<file path="config.mk">
export PLATFORM = sky130hd
export DESIGN_NAME = tqv_reg_bus_arbiter
export DESIGN_NICKNAME = d
export VERILOG_FILES = /design/src/rtl/tqv_reg_bus_arbiter.sv
export SDC_FILE = /design/constraint.sdc
export NUM_CORES = 1
export LEC_CHECK = 0
export CAP_MARGIN = 10
export CORE_MARGIN = 4
export CORE_UTILIZATION = 44
export CTS_CLUSTER_SIZE = 20
export DETAILED_ROUTE_END_ITERATION = 6
export PLACE_DENSITY = 0.92
export SLEW_MARGIN = 10
export SYNTH_ARGS = -nofsm -noshare
export SYNTH_HDL_FRONTEND = slang
export SYNTH_SLANG_ARGS = --single-unit
</file>
<file path="constraint.sdc">
create_clock -name clk -period 8.2 [get_ports clk]
set_input_delay 2.46 -clock clk [delete_from_list [all_inputs] [get_ports clk]]
set_output_delay 2.46 -clock clk [all_outputs]
set_load 0.05 [all_outputs]
</file>
<file path="src/rtl/tqv_reg_bus_arbiter.sv">
// Two-requester round-robin arbiter in front of one TinyQV peripheral register port.
// One transaction in flight; reads wait for data_ready with a timeout and return width-masked data.

module tqv_reg_bus_req_dec (
  input  logic [1:0] wr_n_i,
  input  logic [1:0] rd_n_i,
  output logic       act_o,
  output logic       wr_o
);
  // A write strobe takes priority over a simultaneous read strobe.
  assign wr_o  = (wr_n_i != 2'b11);
  assign act_o = wr_o || (rd_n_i != 2'b11);
endmodule

module tqv_reg_bus_arbiter #(
  parameter int TIMEOUT = 64,
  parameter int CNT_W   = 8
) (
  input  logic        clk,
  input  logic        rst,
  input  logic [5:0]  req_addr_0,
  input  logic [31:0] req_wdata_0,
  input  logic [1:0]  req_write_n_0,
  input  logic [1:0]  req_read_n_0,
  output logic        done_0,
  output logic        err_0,
  input  logic [5:0]  req_addr_1,
  input  logic [31:0] req_wdata_1,
  input  logic [1:0]  req_write_n_1,
  input  logic [1:0]  req_read_n_1,
  output logic        done_1,
  output logic        err_1,
  output logic [31:0] rdata,
  output logic [5:0]  address,
  output logic [31:0] data_in,
  output logic [1:0]  data_write_n,
  output logic [1:0]  data_read_n,
  input  logic [31:0] data_out,
  input  logic        data_ready
);

  typedef struct packed {
    logic [5:0]  addr;
    logic [31:0] wdata;
    logic [1:0]  wr_n;
    logic [1:0]  rd_n;
  } req_t;

  typedef enum logic [1:0] {IDLE, WRITE, READ, RESP} state_t;

  req_t [1:0] req;
  logic [1:0] act, is_wr;

  assign req[0] = {req_addr_0, req_wdata_0, req_write_n_0, req_read_n_0};
  assign req[1] = {req_addr_1, req_wdata_1, req_write_n_1, req_read_n_1};

  generate
    for (genvar k = 0; k < 2; k++) begin : g_dec
      tqv_reg_bus_req_dec u_dec (
        .wr_n_i (req[k].wr_n),
        .rd_n_i (req[k].rd_n),
        .act_o  (act[k]),
        .wr_o   (is_wr[k])
      );
    end
  endgenerate

  state_t            state_q, state_d;
  logic              last_q, last_d;
  logic [CNT_W-1:0]  cnt_q, cnt_d;
  logic [5:0]        addr_q, addr_d;
  logic [31:0]       din_q, din_d;
  logic [1:0]        wn_q, wn_d;
  logic [1:0]        rn_q, rn_d;
  logic [31:0]       rdata_q, rdata_d;
  logic [1:0]        done_q, done_d;
  logic [1:0]        err_q, err_d;
  logic              gnt;
  logic [31:0]       rd_masked;

  // On contention the requester that was not served last wins.
  always_comb begin
    gnt = act[1];
    if (act == 2'b11) gnt = ~last_q;
  end

  always_comb begin
    rd_masked = data_out;
    case (rn_q)
      2'b00:   rd_masked = {24'b0, data_out[7:0]};
      2'b01:   rd_masked = {16'b0, data_out[15:0]};
      default: rd_masked = data_out;
    endcase
  end

  always_comb begin
    state_d = state_q;
    last_d  = last_q;
    cnt_d   = cnt_q;
    addr_d  = addr_q;
    din_d   = din_q;
    wn_d    = wn_q;
    rn_d    = rn_q;
    rdata_d = rdata_q;
    done_d  = '0;
    err_d   = '0;
    case (state_q)
      IDLE: begin
        if (|act) begin
          last_d = gnt;
          addr_d = req[gnt].addr;
          cnt_d  = '0;
          if (is_wr[gnt]) begin
            din_d        = req[gnt].wdata;
            wn_d         = req[gnt].wr_n;
            done_d[gnt]  = 1'b1;
            state_d      = WRITE;
          end else begin
            rn_d    = req[gnt].rd_n;
            state_d = READ;
          end
        end
      end
      WRITE: begin
        wn_d    = 2'b11;
        state_d = IDLE;
      end
      READ: begin
        if (data_ready) begin
          rdata_d        = rd_masked;
          rn_d           = 2'b11;
          done_d[last_q] = 1'b1;
          state_d        = RESP;
        end else if (cnt_q == CNT_W'(TIMEOUT - 1)) begin
          rdata_d        = '0;
          rn_d           = 2'b11;
          done_d[last_q] = 1'b1;
          err_d[last_q]  = 1'b1;
          state_d        = RESP;
        end else begin
          cnt_d = cnt_q + 1'b1;
        end
      end
      RESP: begin
        cnt_d   = '0;
        state_d = IDLE;
      end
      default: state_d = IDLE;
    endcase
  end

  always_ff @(posedge clk or posedge rst) begin
    if (rst) begin
      state_q <= IDLE;
      last_q  <= 1'b1;
      cnt_q   <= '0;
      addr_q  <= '0;
      din_q   <= '0;
      wn_q    <= 2'b11;
      rn_q    <= 2'b11;
      rdata_q <= '0;
      done_q  <= '0;
      err_q   <= '0;
    end else begin
      state_q <= state_d;
      last_q  <= last_d;
      cnt_q   <= cnt_d;
      addr_q  <= addr_d;
      din_q   <= din_d;
      wn_q    <= wn_d;
      rn_q    <= rn_d;
      rdata_q <= rdata_d;
      done_q  <= done_d;
      err_q   <= err_d;
    end
  end

  assign done_0       = done_q[0];
  assign done_1       = done_q[1];
  assign err_0        = err_q[0];
  assign err_1        = err_q[1];
  assign rdata        = rdata_q;
  assign address      = addr_q;
  assign data_in      = din_q;
  assign data_write_n = wn_q;
  assign data_read_n  = rn_q;

endmodule

</file>
==> results of run 1 <==
==> area by class of cell <==
type / instances / share of cell area [%]
multi-input cells: 250 / 27.0
clock inverters: 4 / 1.20
flip-flops and latches: 89 / 35.0
inverters: 11 / 0.666
clock buffers: 11 / 2.37
well taps: 108 / 2.12
repair buffers: 201 / 31.6
==> cells in the final DEF (no fill, tap or decap), types with 2 or more instances in the layout <==
master	n
nor4_1	2
o211ai_1	4
clkbuf_8	11
inv_1	10
a211o_1	2
buf_4	4
clkdlybuf4s50_1	196
a21oi_1	7
nand4_1	3
nor2b_1	3
a22o_1	34
and4_1	2
nand3_1	8
and3_1	2
o21ai_0	48
nor3_1	5
a22oi_1	3
ha_1	5
nor2_1	4
dfstp_2	5
mux2i_1	43
a21boi_0	2
nand2_1	46
or4_1	4
bufinv_16	2
dfrtp_1	84
==> routing by layer <==
layer	up-vias	global-route usage (%)	routed length, um
met1	1787	27.3	4780
li1	1735	-	-
met3	16	4.97	742
met4	0	6.27	177
met2	150	38.7	6490
met5	-	0	0
==> registers in the layout (all words and copies together) (netlist names) <==
| name | cells |
|---|---|
| done_q | 2 |
| data_read_n | 2 |
| cnt_q | 8 |
| data_in | 32 |
| address | 6 |
| err_q | 2 |
| last_q | 1 |
| state_q | 2 |
| data_write_n | 2 |
| rdata | 32 |
==> per-stage QoR <==
step / std cells / hold slack [ns]
after CTS: 673 / 0.490
after floorplan: 372 / 0.494
final: 674 / 0.485
after global routing: 674 / 0.516
after detailed placement: 658 / 0.469
after global placement: 658 / 0.464
==> logic make-up after synthesis <==
group	after synthesis	share of synthesized area, %
flops	89	54.6
simple gates	89	10.9
mux	45	11.1
fa+ha+maj	5	1.53
buf+inv	33	3.73
compound gates	111	18.2
==> report_power, final <==
part / internal, mW / switching (mW) / total [mW]
clock: 0.187 / 0.152 / 0.340
combinational: 0.591 / 1.08 / 1.67
sequential: 0.643 / 0.115 / 0.758
total: 1.42 / 1.35 / 2.77
==> cells in the mapped netlist, types with 2 or more instances <==
master,number
a211o_1,2
a21boi_0,2
a21oi_1,8
a22o_1,34
a22oi_1,3
and3_1,2
and4_1,2
buf_2,11
buf_4,4
clkbuf_1,6
dfrtp_1,84
dfstp_2,5
ha_1,5
inv_1,11
mux2i_1,43
nand2_1,46
nand2b_1,2
nand3_1,8
nand4_1,3
nor2_1,4
nor2b_1,3
nor3_1,6
nor4_1,2
o211ai_1,4
o21ai_0,48
or4_1,4
==> worst max-delay path by stage <==
stage / slack (ns) / endpoint / start
floorplan: 3.44 / address[0] / rst
global placement: 3.66 / cnt_q[7] / req_write_n_0[1]
detailed placement: 3.50 / cnt_q[7] / req_write_n_0[1]
CTS: 3.88 / cnt_q[7] / req_write_n_0[1]
global route: 3.72 / data_in[1] / req_write_n_0[1]
finish: 3.89 / data_in[1] / req_write_n_0[1]
==> critical path: cells and delay by family <==
kind	cells	cell delay (ns)
simple gates	1	0.25
mux	1	0.31
compound gates	2	0.32
buf+inv	2	1.11
==> run metrics, run 1 <==
status=finished, final reports clean; vias in the first global route=3722; fin crit share=52.6%; Worst R2R Path Depth=5; Setup Slack @ Placement=3.50 ns; Synth Register Bits=89; setup violators final=0; largest net degree at the start of global routing=90; WP data arrival=4.51 ns; final core utilization=71.8%; Slew @ Worst Pin=0.713 ns; R2R Path End=rdata[14]; CTS max path bufs=2; final hold viol count=0; cell chain of the critical path=clkdlybuf4s50_1 -> nand4_1 -> a21oi_4 -> buf_4 -> mux2i_1 -> o21ai_0; gr usage total=22.1%; WP data required=8.40 ns; CP max FO=43; FF-to-FF setup slack=roughly 5.9 ns; Leak=around 2.8 nW; core area=just under 0.009 mm^2; DRT iter0 DRCs=159; Post-DP HPWL=about 9200 um; root buf cell=clkbuf_8; pwr dens=433 mW/mm^2; sequential element share of the synthesized area=a little over half; cts hold-fix bufs=0; Placed Area=0.00612 mm^2; top cell type's share of synthesized area=51.3%; final worst path period need=4.31 ns; post-synth top area cell=dfrtp_1; CP Capture Type=flip-flop; FP Rows=34; Final Wtd Congestion=0.882; max-cap violation count=0; worst min path class=reg -> reg; post-route cell area=0.00638 mm^2; Syn Inst Count=372; maximum clock rate=about 0.23 GHz; Hold Crit Depth=2; Avg Synthesized Cell Area=11.0 um^2; Mapped Nets=496; DRC Markers=0; Post-Route Skew=0.00983 ns; CTS tree=yes; main area contributors after synthesis=dfrtp_1, mux2i_1, a22o_1; commonest register cell after synthesis=dfrtp_1; WL/cell=~18 um; Nets=686; area occupied by registers=approximately 0.0022 mm^2; Synth cell types=46; Starting Density=between 40 and 50%; H-tree depth=3; Post-Synthesis Cell Area=0.00409 mm^2; die width=104 um; Clock Sinks=between 80 and 90; largest vdd supply drop=257 uV; first-pass GRT wire length=a little under 20000 um; GR Overflow Total=0; Vias=3688; YS warnings=0; Die Ht=around 100 um; Multi-input gate area=0.00173 mm^2; # diodes=0; Routed Antenna Nets=0; RSZ-0062 raised after global routing=false; number of enable flip-flop cells after synthesis=0; crit path kind=in -> reg; Worst Hold End=data_in[6]; Num CTS Buffers=9; Layout area overhead=56.0%; CP max stage cell=buf_4; Pwr Total=2.77 mW; Post-CTS Setup Bufs=0; initial antenna violation count=0; Post-Route WL=12200 um; crit path launch type=input port; Worst R2R Start=state_q[0]; vias per cell=5.47; drt pass-1 iters=4; # IOs=197; die area=0.0109 mm^2; slew margin rel.=a little over half; fin. max-slew vios=0; I/O Buffers=196; clk_lat worst skew=approximately 0.35 ns; Worst-path clk slew=0.09 ns; Final WS setup=between 3 and 4 ns; CP peak stage delay=0.57 ns; Hold Crit Start=data_in[6]; asr flop ratio synth=100%; Resize count post-CTS=0; # fillers=roughly 650; fraction of layout cells with a size suffix above 1=around 6%; setup TNS after final layout=0 ns
Power figures use the tool's default switching activity.
==> run 2, diff against run 1 <==
Settings changed: CORE_UTILIZATION 44 to 37, PLACE_DENSITY 0.92 to 0.83.
Clock period 8.2 ns to 3.95 ns, I/O delays scaled along.
==> run 2 against run 1 <==
Routed wire length down 3.4%. Flip-flop and latch count unchanged. Sequential share of layout area down 0.096 points. Critical path depth down 5. Register-to-register slack worse by 4.2 ns. Global-route usage down 3.9 points. Sequential power up 110%. Design area up 0.27%. Combinational power up 110%. Critical endpoint is now data_read_n[1].
==> run metrics, run 2 (same netlist as run 1, synthesis figures left out) <==
RSZ-0062 raised after global routing=false; WL/cell=16.6 um (-8.2%); setup TNS after final layout=0 ns (unchanged); I/O Buffers=196 (unchanged); Hold Crit Start=data_in[27]; maximum clock rate=0.345 GHz; # diodes=0 (unchanged); worst min path class=reg -> reg; CTS max path bufs=2 (unchanged); vias in the first global route=3739 (+0.46%); Post-CTS Setup Bufs=0 (unchanged); max-cap violation count=0 (unchanged); slew margin rel.=51.0% (-1.2 points); DRT iter0 DRCs=219 (+38%); core area=0.0108 mm^2 (+22%); WP data required=2.76 ns (-5.64 ns); final core utilization=59.1% (-13 points); Nets=688 (+0.29%); Starting Density=37.8% (-8.3 points); largest net degree at the start of global routing=65 (-28%); gr usage total=18.1% (-3.9 points); FP Rows=38 (+12%); Post-Route Skew=0.0133 ns (+0.00346 ns); CP max FO=3 (-93%); first-pass GRT wire length=18900 um (-3.2%); Worst R2R Start=state_q[0]; CP peak stage delay=0.81 ns (+0.24 ns); setup violators final=0 (unchanged); CTS tree=yes; fin crit share=between 70% and 80%; status=finished, final reports clean; crit path launch type=flip-flop; post-route cell area=0.00640 mm^2 (+0.27%); final hold viol count=0 (unchanged); Worst-path clk slew=0.09 ns (about the same); Final Wtd Congestion=0.895 (+1.4%); cts hold-fix bufs=0 (unchanged); initial antenna violation count=0 (unchanged); Clock Sinks=89 (unchanged); Post-DP HPWL=9120 um (-0.41%); WHS=0.485 ns (-0.000612 ns); crit path launch=data_read_n[1]; die area=0.0128 mm^2 (+17%); vias per cell=5.09 (-7.0%); Slew @ Worst Pin=0.733 ns (+0.0201 ns); GR Overflow Total=0 (unchanged); cell family with most CP delay=buffers and inverters; Post-Route WL=11800 um (-3.4%); Vias=3609 (-2.1%); Placed Area=0.00621 mm^2 (+1.4%); Critical path buffers and inverters=1 (-1); cell chain of the critical path=clkdlybuf4s50_1; fin. max-slew vios=0 (unchanged); # fillers=917 (+40%); CP Capture Type=output pin; die width=113 um (+8.4%); largest vdd supply drop=431 uV (+68%); DRC Markers=0 (unchanged); commonest non-fill, non-tap cell in the layout=clkdlybuf4s50_1; # IOs=197 (unchanged); Resize count post-CTS=0 (unchanged); pwr dens=881 mW/mm^2 (+100%); CP max stage cell=clkdlybuf4s50_1; Layout area overhead=56.4%; drt pass-1 iters=4 (unchanged); crit path kind=reg -> out; most frequent cells in the layout=clkdlybuf4s50_1, dfrtp_1, o21ai_0; Num CTS Buffers=9 (unchanged); fraction of layout cells with a size suffix above 1=5.98% (-0.032 points); Routed Antenna Nets=0 (unchanged); WP data arrival=1.71 ns (-2.80 ns); clk_lat worst skew=0.34 ns (about the same); Leak=2.75 nW (-0.14%); root buf cell=clkbuf_8; final worst path period need=slightly below 3 ns; H-tree depth=3 (unchanged); Die Ht=113 um (+8.4%)
[run 2: changes by cell type in the layout (fill, tap and decap cells not counted), sizes merged]
cell and change:
buf +2, clkinv +1, inv +2, clkbuf -1
bufinv -1
[run 2: power by group]
| part | switching [mW] | total (mW) | internal (mW) |
|---|---|---|---|
| logic | 2.22 | 3.46 | 1.24 |
| registers | 0.237 | 1.57 | 1.33 |
| clock network | 0.314 | 0.609 | 0.295 |
[run 2: final timing paths]
kind | to | slack (ns) | depth (start not counted)
max in group asynchronous | last_q | 1.98 | 3
worst min register to register | data_in[27] | 0.48 | 2
worst max-delay path | data_read_n[1] | 1.05 | 1
worst max register to register | rdata[9] | 1.69 | 6
worst min-delay path | data_in[27] | 0.48 | 2
min in group asynchronous | data_in[18] | 1.24 | 2
[run 2: area by class of cell]
cell class	instances	area, um^2	share of cell area, %
flip-flops and latches	89	2230	34.9
repair buffers	203	2040	31.9
multi-input cells	250	1720	26.9
well taps	140	175	2.74
clock buffers	10	128	1.99
clock inverters	6	65.1	1.02
inverters	11	42.5	0.664
[run 2: tightest hold or removal path, cell delays in order (launching register included)]
cell and delay [ns]:
dfrtp_1 0.35, nand2_1 0.05, o21ai_0 0.06
[run 2: through the flow]
step                      power (mW)  std cells  setup slack [ns]
after floorplan                 3.88        372             0.466
after global placement          4.98        693              1.01
after detailed placement        5.07        693             0.923
after CTS                       5.70        709              1.02
after global routing            5.95        709             0.995
final                           5.64        709              1.05
[run 2: per-layer routing]
| layer | share of wire, % | GRT usage (%) | routed length, um | vias to the layer above |
|---|---|---|---|---|
| li1 | - | - | - | 1740 |
| met1 | 40 | 22.1 | 4700 | 1723 |
| met2 | 52 | 32.2 | 6180 | 130 |
| met3 | 6.0 | 4.06 | 701 | 16 |
| met4 | 1.6 | 5.05 | 194 | 0 |
| met5 | 0 | 0 | 0 | - |
